## config.mk

```make
export PLATFORM = sky130hd
export DESIGN_NAME = m_wbgpio
export DESIGN_NICKNAME = d
export VERILOG_FILES = /design/src/rtl/m_wbgpio.sv
export SDC_FILE = /design/constraint.sdc
export NUM_CORES = 1
export LEC_CHECK = 0
export ABC_AREA = 1
export CAP_MARGIN = 20
export CELL_PAD_IN_SITES_DETAIL_PLACEMENT = 1
export CELL_PAD_IN_SITES_GLOBAL_PLACEMENT = 2
export CORE_MARGIN = 2
export CORE_UTILIZATION = 29
export CTS_CLUSTER_DIAMETER = 200
export DETAILED_ROUTE_END_ITERATION = 16
export HOLD_SLACK_MARGIN = 0.15
export MAX_ROUTING_LAYER = met4
export PLACE_DENSITY = 0.86
export SYNTH_ARGS = -nofsm -noshare
export SYNTH_HDL_FRONTEND = slang
export SYNTH_SLANG_ARGS = --single-unit
```

## constraint.sdc

```tcl
create_clock -name CLK_I -period 3.52 [get_ports CLK_I]
set_clock_uncertainty 0.2 [all_clocks]
set_input_delay 0.352 -clock CLK_I [delete_from_list [all_inputs] [get_ports CLK_I]]
set_output_delay 0.352 -clock CLK_I [all_outputs]
set_load 0.005 [all_outputs]
```

## src/rtl/m_wbgpio.sv

```systemverilog
// Wishbone classic GPIO slave: NOUT outputs with atomic set/clear/toggle writes,
// NIN synchronised inputs with sticky rising-edge flags and a maskable interrupt.
module m_wbgpio #(
  parameter int              NOUT       = 8,
  parameter int              NIN        = 8,
  parameter int              SYNCSTAGES = 2,
  parameter logic [NOUT-1:0] OUTRESET   = '0
) (
  input  logic            CLK_I,
  input  logic            RST_I_n,
  input  logic            CYC_I,
  input  logic            STB_I,
  input  logic            WE_I,
  input  logic [2:0]      ADR_I,
  input  logic [3:0]      SEL_I,
  input  logic [31:0]     DAT_I,
  output logic [31:0]     DAT_O,
  output logic            ACK_O,
  input  logic [NIN-1:0]  gpi,
  output logic [NOUT-1:0] gpo,
  output logic            irq
);

  localparam int              PW         = $clog2(SYNCSTAGES + 2);
  localparam logic [PW-1:0]   PRIME_DONE = PW'(SYNCSTAGES + 1);

  typedef enum logic [2:0] {
    A_OUT    = 3'd0,
    A_OUTSET = 3'd1,
    A_OUTCLR = 3'd2,
    A_OUTTGL = 3'd3,
    A_IN     = 3'd4,
    A_EDGE   = 3'd5,
    A_IRQEN  = 3'd6,
    A_NONE   = 3'd7
  } reg_addr_e;

  reg_addr_e       addr;
  logic            req;
  logic            wr;
  logic [31:0]     lane_mask;
  logic [31:0]     wdata;
  logic [31:0]     rdata;
  logic [NOUT-1:0] gpo_d;
  logic [NIN-1:0]  irqen;
  logic [NIN-1:0]  irqen_d;
  logic [NIN-1:0]  edge_q;
  logic [NIN-1:0]  w1c;
  logic [NIN-1:0]  sync_q [SYNCSTAGES];
  logic [NIN-1:0]  s;
  logic [NIN-1:0]  prev;
  logic [NIN-1:0]  rise;
  logic [PW-1:0]   prime_cnt;
  logic            primed;
  logic            unused_wdata;

  assign addr      = reg_addr_e'(ADR_I);
  assign req       = CYC_I & STB_I & ~ACK_O;
  assign wr        = req & WE_I;
  assign lane_mask = {{8{SEL_I[3]}}, {8{SEL_I[2]}}, {8{SEL_I[1]}}, {8{SEL_I[0]}}};
  assign wdata     = DAT_I & lane_mask;
  // Data bits above NOUT/NIN are deliberately dropped.
  assign unused_wdata = ^wdata;

  assign s      = sync_q[SYNCSTAGES-1];
  assign primed = (prime_cnt == PRIME_DONE);
  // Until prev holds a real sample, a pin high at reset would look like a rise.
  assign rise   = s & ~prev & {NIN{primed}};

  // Write side effects; unselected byte lanes keep their value for OUT/IRQEN.
  always_comb begin
    gpo_d   = gpo;
    irqen_d = irqen;
    w1c     = '0;
    if (wr) begin
      case (addr)
        A_OUT:    gpo_d   = (gpo & ~lane_mask[NOUT-1:0]) | wdata[NOUT-1:0];
        A_OUTSET: gpo_d   = gpo | wdata[NOUT-1:0];
        A_OUTCLR: gpo_d   = gpo & ~wdata[NOUT-1:0];
        A_OUTTGL: gpo_d   = gpo ^ wdata[NOUT-1:0];
        A_EDGE:   w1c     = wdata[NIN-1:0];
        A_IRQEN:  irqen_d = (irqen & ~lane_mask[NIN-1:0]) | wdata[NIN-1:0];
        default:  ;
      endcase
    end
  end

  // NOTE: every variable assigned in always_comb gets a value on every path
  // (defaults first), otherwise synthesis infers a latch.
  always_comb begin
    rdata = '0;
    case (addr)
      A_OUT, A_OUTSET, A_OUTCLR, A_OUTTGL: rdata[NOUT-1:0] = gpo;
      A_IN:    rdata[NIN-1:0] = s;
      A_EDGE:  rdata[NIN-1:0] = edge_q;
      A_IRQEN: rdata[NIN-1:0] = irqen;
      default: rdata = '0;
    endcase
  end

  // NOTE: sequential state uses non-blocking assignments so every flop samples
  // pre-edge values regardless of statement order.
  always_ff @(posedge CLK_I or negedge RST_I_n) begin
    if (!RST_I_n) begin
      ACK_O <= 1'b0;
      DAT_O <= '0;
      gpo   <= OUTRESET;
      irqen <= '0;
      edge_q <= '0;
      irq   <= 1'b0;
    end else begin
      ACK_O  <= req;
      DAT_O  <= (req & ~WE_I) ? rdata : '0;
      gpo    <= gpo_d;
      irqen  <= irqen_d;
      // Set wins over a simultaneous write-1-to-clear.
      edge_q <= (edge_q & ~w1c) | rise;
      irq    <= |(edge_q & irqen);
    end
  end

  // NOTE: the synchroniser array is a handful of flops, not a RAM, so it is
  // reset like any other state.
  always_ff @(posedge CLK_I or negedge RST_I_n) begin
    if (!RST_I_n) begin
      for (int i = 0; i < SYNCSTAGES; i++) sync_q[i] <= '0;
      prev      <= '0;
      prime_cnt <= '0;
    end else begin
      sync_q[0] <= gpi;
      for (int i = 1; i < SYNCSTAGES; i++) sync_q[i] <= sync_q[i-1];
      prev <= s;
      if (!primed) prime_cnt <= prime_cnt + 1'b1;
    end
  end

endmodule

```

==> flow_results.org, run 1 <==
** Global route
- The via count of the first global-routing pass is 2508.
- Maximum number of pins on one net before global-route repair :: 24
- In the global route stage, overall resource usage came out at 0.156.
- The number of antenna violations at the first check in global routing was 0.
- Global-route wire length before repair :: 12900 um
- The total overflow left after global routing is 0.

** Synth
- Post-synthesis sequential element count :: 60
- Synthesis instantiated 27 different standard cells from the library.
- Summed instance area of the synthesized netlist :: 3010 um2
- In this run the mean area of a mapped cell was 8.60 um2.
- Count of warnings emitted by yosys :: 0
- Count of mapped cells out of synthesis :: 350
- Sequential share of the synthesized area :: 0.499

** Worst hold path
- Capture endpoint of the worst hold path :: s[2]
- In this run the worst hold path is classified as reg2reg.
- The startpoint identified for the worst hold timing path is sync_q[10].
- Cell depth of the worst hold path :: 0

** Drt
- Number of search-and-repair iterations in the first detailed-routing pass :: 4
- In the final routed layout, each cell accounts on average for 14.7 um.
- Count of vias placed by the detailed router :: 2448
- Routed via count divided by cell count :: 4.56
- In this run the remaining antenna-violating nets after routing total 0.
- After the first detailed-routing iteration, the DRC count stood at 135.
- Post-route DRC :: 0
- Total detailed-routing wirelength :: 7890 um

** Clock network
- Number of buffers inserted during clock tree synthesis :: 9
- For this design, the sink count on the clock tree is 60.
- After clock tree synthesis, the clock-pin slew on the worst setup and hold paths is 0.07 ns.
- The cell sitting at the root of the clock tree is a sky130_fd_sc_hd__clkbuf_8.
- H-tree Lvls :: 3
- For the worst-skew pair, the clock arrives at the later sink with an insertion delay of 0.35 ns.
- The longest clock path from root to sink contains 2 buffers.
- TritonCTS built the clock tree.
- Gates resized during post-CTS repair numbered 0.
- Buffers added to address setup during post-CTS repair amount to 0.
- CTS hold repair buffers :: 1

** Timing
- Setup repair after global routing left no endpoint under its margin.
- Final WS setup :: 1.29 ns
- For the finished layout, the period the worst path requires is 2.23 ns.
- Final Hold Violating Endpoints :: 0
- Final setup viols :: 0
- Fmax :: 0.449 GHz
- For the final routed database, the setup TNS stands at 0 ns.
- Of the available clock period, the critical path in the final layout requires 0.633.
- The total count of max-transition violations in the final report is 0.
- The worst pin sits at a relative slew slack of 0.533.
- Slew @ Worst Pin :: 0.698 ns

** Placement
- Before CTS, the worst setup slack after placement is 0.890 ns.
- PortBufs :: 42
- Gp weighted congestion :: 0.793
- Summed over all nets, the half-perimeter wirelength after detailed placement is 5770 um.

** Finish
- Synthesis-to-finish area growth :: 22.0%
- The filler cells instantiated in the layout total 1232.
- 0 antenna diodes ended up in the layout.
- Leaving out fill and tap cells, the most frequent cell in the layout is sky130_fd_sc_hd__nand2_1.
- Layout cell share with drive strength beyond 1 :: 0.0848
- Commonest cells after routing, fill and taps aside :: 78 x sky130_fd_sc_hd__nand2_1, 60 x sky130_fd_sc_hd__dfrtp_1, 44 x sky130_fd_sc_hd__nor2_1
- Number of nets in the finished design :: 458

** Run
- Maximum capacitance violations :: 0

** Setup path
- The worst setup path is launched from an input pin.
- Cell depth of the worst flop-to-flop path :: 6
- In this run the worst path has a maximum fanout of 17.
- Crit Path Category :: in2reg
- Worst reg-to-reg setup slack :: 1.85 ns
- Worst endpoint data arrival time :: 2.30 ns
- The worst setup path is captured at a flop.
- Data required time at the worst endpoint :: 3.59 ns
- The worst register-to-register path begins at ACK_O.

** Die
- The floorplan has 37 rows.
- The floorplan step set the die width to 106 um.
- 94 I/O pins were placed.
- Die Outline Area :: 11200 um2
- After floorplanning, the core was sized to cover 10200 um2.
- The die is 106 um tall.
- Starting density of the core :: 0.296

** Power and ir drop
- Switching power of the nets :: 0.000487 W
- Switching power share of the total :: 0.275
- Worst-case vdd ir drop :: 0.000219 V
- Fraction of power consumed by combinational cells :: 0.188
- Part of the total power dissipated in the clock network :: 0.362
- Summed over all cells, the static leakage comes to 1.78 nW.
- Power density over the cells :: 481 nW/um2
- Internal power consumption :: 0.00128 W
- Sequential power share :: 0.450

** Run status
- Run status :: finished clean
power by group through the flow:
stage,Clock [W],Combinational [W],Sequential [W]
4_1_cts,0.000662,0.000339,0.000796
3_5_place_dp,0,0.000337,0.000809
2_1_floorplan,0,0.000198,0.000798
6_report,0.000640,0.000333,0.000795
3_3_place_gp,0,0.000325,0.000805
5_1_grt,0.000686,0.000383,0.000804
area by class of cell:
class / count / area (um2) / area share
Multi-Input combinational cell: 238 / 1190 / 0.325
Clock buffer: 14 / 173 / 0.0470
Timing Repair Buffer: 46 / 448 / 0.122
Sequential cell: 60 / 1500 / 0.409
Tap cell: 136 / 170 / 0.0463
Inverter: 42 / 159 / 0.0432
Clock inverter: 1 / 30.0 / 0.00817
metal layers:
metal / track usage / up-vias / wire length [um]
li1: - / 1173 / -
met1: 0.197 / 1219 / 3630
met2: 0.242 / 47 / 3780
met3: 0.0386 / 9 / 341
met4: 0.0592 / 0 / 136
met5: - / - / 0
worst max-delay path: stages:
cell                              delay [ns]
sky130_fd_sc_hd__clkdlybuf4s50_1        0.76
sky130_fd_sc_hd__inv_2                  0.45
sky130_fd_sc_hd__nand3_2                0.30
sky130_fd_sc_hd__inv_2                  0.23
sky130_fd_sc_hd__nor2_1                 0.06
sky130_fd_sc_hd__a21oi_1                0.14
stage by stage:
stage / total power (W) / cell area (um2) / instances / utilization / hold WS [ns]
2_1_floorplan: 0.000995 / 3100 / 373 / - / -0.144
3_3_place_gp: 0.00113 / 3460 / 521 / 0.340 / 0.103
3_5_place_dp: 0.00115 / 3460 / 521 / 0.340 / 0.103
4_1_cts: 0.00180 / 3670 / 537 / 0.361 / 0.151
5_1_grt: 0.00187 / 3670 / 537 / 0.361 / 0.156
6_report: 0.00177 / 3670 / 537 / 0.361 / 0.151
Yosys cell counts:
master | count | area (um2)
sky130_fd_sc_hd__nand2_1 | 78 | 293
sky130_fd_sc_hd__dfrtp_1 | 60 | 1500
sky130_fd_sc_hd__nor2_1 | 44 | 165
sky130_fd_sc_hd__inv_1 | 36 | 135
sky130_fd_sc_hd__buf_4 | 25 | 188
sky130_fd_sc_hd__nand3_1 | 16 | 80.1
sky130_fd_sc_hd__o22ai_1 | 16 | 100
sky130_fd_sc_hd__o21ai_1 | 13 | 65.1
sky130_fd_sc_hd__nand4_1 | 12 | 75.1
sky130_fd_sc_hd__ha_1 | 9 | 113
sky130_fd_sc_hd__a21oi_1 | 7 | 35.0
sky130_fd_sc_hd__inv_2 | 5 | 18.8
sky130_fd_sc_hd__nand3_2 | 4 | 40.0
sky130_fd_sc_hd__buf_2 | 3 | 15.0
sky130_fd_sc_hd__buf_6 | 3 | 33.8
sky130_fd_sc_hd__nor2_4 | 3 | 33.8
sky130_fd_sc_hd__o21ai_0 | 3 | 15.0
sky130_fd_sc_hd__clkbuf_1 | 2 | 7.51
sky130_fd_sc_hd__nand3b_1 | 2 | 15.0
sky130_fd_sc_hd__nor3_1 | 2 | 10.0
sky130_fd_sc_hd__clkinv_2 | 1 | 5.00
sky130_fd_sc_hd__conb_1 | 1 | 3.75
sky130_fd_sc_hd__mux2_2 | 1 | 11.3
sky130_fd_sc_hd__nand2_2 | 1 | 6.26
sky130_fd_sc_hd__nand3_4 | 1 | 17.5
sky130_fd_sc_hd__nand3b_4 | 1 | 20.0
sky130_fd_sc_hd__xnor2_1 | 1 | 8.76
worst max-delay path by stage:
stage | start | end | cells past startpoint
after detailed placement | ADR_I[2] | gpo[0] | 6
after global placement | ADR_I[2] | gpo[4] | 6
after global routing | ADR_I[2] | gpo[2] | 6
after floorplan | SEL_I[0] | gpo[0] | 9
final | ADR_I[2] | gpo[0] | 6
after CTS | ADR_I[2] | gpo[0] | 6
cell families after synthesis:
family | count (synthesis) | share of synthesized area
simple gates | 164 | 0.251
buf+inv | 75 | 0.134
compound gates | 39 | 0.0715
other cells | 1 | 0.00125
xor+xnor | 1 | 0.00291
fa+ha+maj | 9 | 0.0374
flops | 60 | 0.499
mux | 1 | 0.00374
Power figures use the tool's default switching activity.
==> inputs of run 2 (changes only) <==
- CORE_UTILIZATION: 29 -> 27
- PLACE_DENSITY: 0.86 -> 0.8
- clock period: 3.52 -> 2.3 ns (I/O delays scaled with it)
==> flow_results.org, run 2 (synthesis gave the netlist of run 1 again) <==
** Run status
- Run status :: finished clean

** Finish
- Commonest cells after routing, fill and taps aside :: 78 x sky130_fd_sc_hd__nand2_1, 60 x sky130_fd_sc_hd__dfrtp_1, 44 x sky130_fd_sc_hd__nor2_1
- Layout cell share with drive strength beyond 1 :: 0.111 (+0.0266)
- Post-layout util :: 0.356 (-0.00509)
- The library cell used most frequently in the layout, excluding fill and tap cells, is sky130_fd_sc_hd__nand2_1.
- The number of antenna cells inserted came to 0 (unchanged).
- Final Instance Area :: 3860 um2 (+4.9%)
- Synthesis-to-finish area growth :: 28.0%
- Non-Filler Instances :: 562 (+4.7%)
- Number of nets in the finished design :: 478 (+4.4%)

** Setup path
- The critical path's largest stage delay came to 0.53 ns (-0.23 ns).
- Critical Path Start Type :: flop
- Slowest cell on crit path :: sky130_fd_sc_hd__clkdlybuf4s50_1
- The maximum fanout count along the critical path was 5 (-12).
- The cell depth of the worst flop-to-flop path is 5 (-1).
- The count of buffering cells on the critical path with inverters included was 1 (-2).
- Data required time at the worst endpoint :: 1.87 ns (-1.72 ns)
- STA classifies the critical path endpoint as a primary output.
- The register-to-register path setup slack is 0.76 ns (-1.09 ns).
- WP depth :: 1 (-5)
- Crit Path Category :: reg2out
- In this run the critical register-to-register path is captured at gpo[5].
- The most critical setup path has its startpoint at gpo[0].
- Critical Path, Cell by Cell :: clkdlybuf4s50_1
- Largest delay contributor family on the critical path :: buffers and inverters
- The startpoint identified for the worst register-to-register timing path is ACK_O.
- Worst endpoint data arrival time :: 1.30 ns (-1.00 ns)
- Termination of the worst setup path :: gpo[0]

** Clock network
- TritonCTS built the clock tree.
- CTS-repair resized insts :: 0 (unchanged)
- The cell sitting at the root of the clock tree is a sky130_fd_sc_hd__clkbuf_8.
- Number of buffers inserted during clock tree synthesis :: 9 (unchanged)
- The clock slew seen by the registers of the worst setup and hold paths came to 0.07 ns (about the same).
- Largest buffer count on any clock path :: 2 (unchanged)
- The number of H-tree levels came to 3 (unchanged).
- The number of sinks on the clock net came to 60 (unchanged).
- The clock latency reported for the late side of the worst-skew pair is 0.34 ns (about the same).

** Placement
- The cell area after placement is 3580 um2 (+3.5%).
- The final weighted congestion of routability-driven global placement was 0.817 (+2.9%).
- PortBufs :: 42 (unchanged)
- The post-detailed-placement half-perimeter wirelength came to 5940 um (+3.0%).
- Cells after DPL :: 537 (+3.1%)

** Global route
- Total overflow reported by the global router :: 0 (unchanged)
- The number of antenna violations at the first check in global routing was 0 (unchanged).
- Global-route wire length before repair :: 13100 um (+1.1%)
- The via count of the first global-routing pass is 2693 (+7.4%).
- The global-route total usage across every layer came to 0.148 (-0.00785).
- The maximum number of pins on one net before global-route repair was 38 (+58%).

** Timing
- Worst-case headroom to the max-slew limit :: 0.592 (+0.0587)
- The total count of max-transition violations in the final report came to 0 (unchanged).
- Total negative setup slack :: 0 ns (unchanged)
- The count of final setup violators came to 0 (unchanged).
- The final number of hold-violating endpoints was 0 (unchanged).
- Setup repair after global routing left no endpoint under its margin.
- Of the available clock period, the critical path in the final layout requires 0.752.
- Time the final worst path needs with I/O delays and setup :: 1.73 ns
- The slew at the pin closest to its max-slew limit was 0.612 ns (-0.0858 ns).
- Derived from the worst setup path, the maximum achievable clock frequency is 0.578 GHz.

** Die
- Core area :: 10800 um2 (+6.4%)
- The height of the die came to 110 um (+3.5%).
- Site row count :: 38 (+2.7%)
- The die width is 110 um (+3.5%).
- The total die area was 12000 um2 (+7.1%).
- Starting density of the core :: 0.278 (-0.0179)
- The count of pins on the block boundary came to 94 (unchanged).

** Drt
- Number of search-and-repair iterations in the first detailed-routing pass :: 4 (unchanged)
- Routed via count divided by cell count :: 4.48 (-1.7%)
- The total wire length after detailed routing was 7770 um (-1.5%).
- Antenna-violating nets left :: 0 (unchanged)
- Post-route DRC :: 0 (unchanged)
- Wire length per cell after detailed routing :: 13.8 um (-5.9%)
- Count of vias placed by the detailed router :: 2519 (+2.9%)
- Detailed Route Iter0 Violations :: 67 (-50%)

** Worst hold path
- The count of cells along the worst hold path came to 0 (unchanged).
- The worst hold path belongs to the class reg2reg.

** Power and ir drop
- The total power divided by cell area is 689 nW/um2 (+43%).
- Total leakage power :: 1.87 nW (+5.0%)
- The peak supply drop is 0.000354 V (+62%).
- The power after layout is 0.00266 W (+50%).

** Run
- Maximum capacitance violations :: 0 (unchanged)
run 2: cell types whose count changed in the layout (fill, tap and decap cells not counted):
cell,previous run,this run
sky130_fd_sc_hd__buf_12,0,2
sky130_fd_sc_hd__buf_4,3,13
sky130_fd_sc_hd__clkbuf_8,12,9
sky130_fd_sc_hd__clkinv_2,1,4
sky130_fd_sc_hd__clkinvlp_4,0,1
sky130_fd_sc_hd__dlygate4sd3_1,1,9
run 2: per-layer routing:
layer  vias up  global-route usage  share of wire
li1       1210                   -              -
met1      1255               0.174           0.44
met2        47               0.249           0.52
met3         7              0.0421          0.039
met4         0              0.0371         0.0098
met5         -                   -              0
run 2: area by class of cell:
class                   instances  area (um2)
clock buffers                  11         131
clock inverters                 5        52.6
fillers                      1306        6980
inverters                      42         159
multi-input cells             238        1190
flip-flops and latches         60        1500
well taps                     140         175
repair buffers                 66         643
run 2: worst min path at each step:
| stage | startpoint | end |
|---|---|---|
| 5_1_grt | sync_q[9] | s[1] |
| 3_5_place_dp | RST_I_n | sync_q[8] |
| 2_1_floorplan | RST_I_n | ACK_O |
| 3_3_place_gp | RST_I_n | sync_q[8] |
| 6_report | sync_q[11] | s[3] |
| 4_1_cts | sync_q[11] | s[3] |
run 2: power breakdown:
group	internal [W]	switching [W]	total, W
logic	0.000261	0.000278	0.000539
clock network	0.000495	0.000410	0.000905
registers	0.00114	0.0000709	0.00121
run 2: repair_timing:
item	CTS	global route
endpoints found under the hold margin	31	0
hold buffers	9	0
setup buffers	0	0
run 2: metrics by stage:
step	setup WS [ns]	hold slack, ns
final	0.569	0.149
after global routing	0.456	0.158
after CTS	0.536	0.151
after detailed placement	0.213	0.0862
after global placement	0.213	0.0721
after floorplan	0.822	-0.266
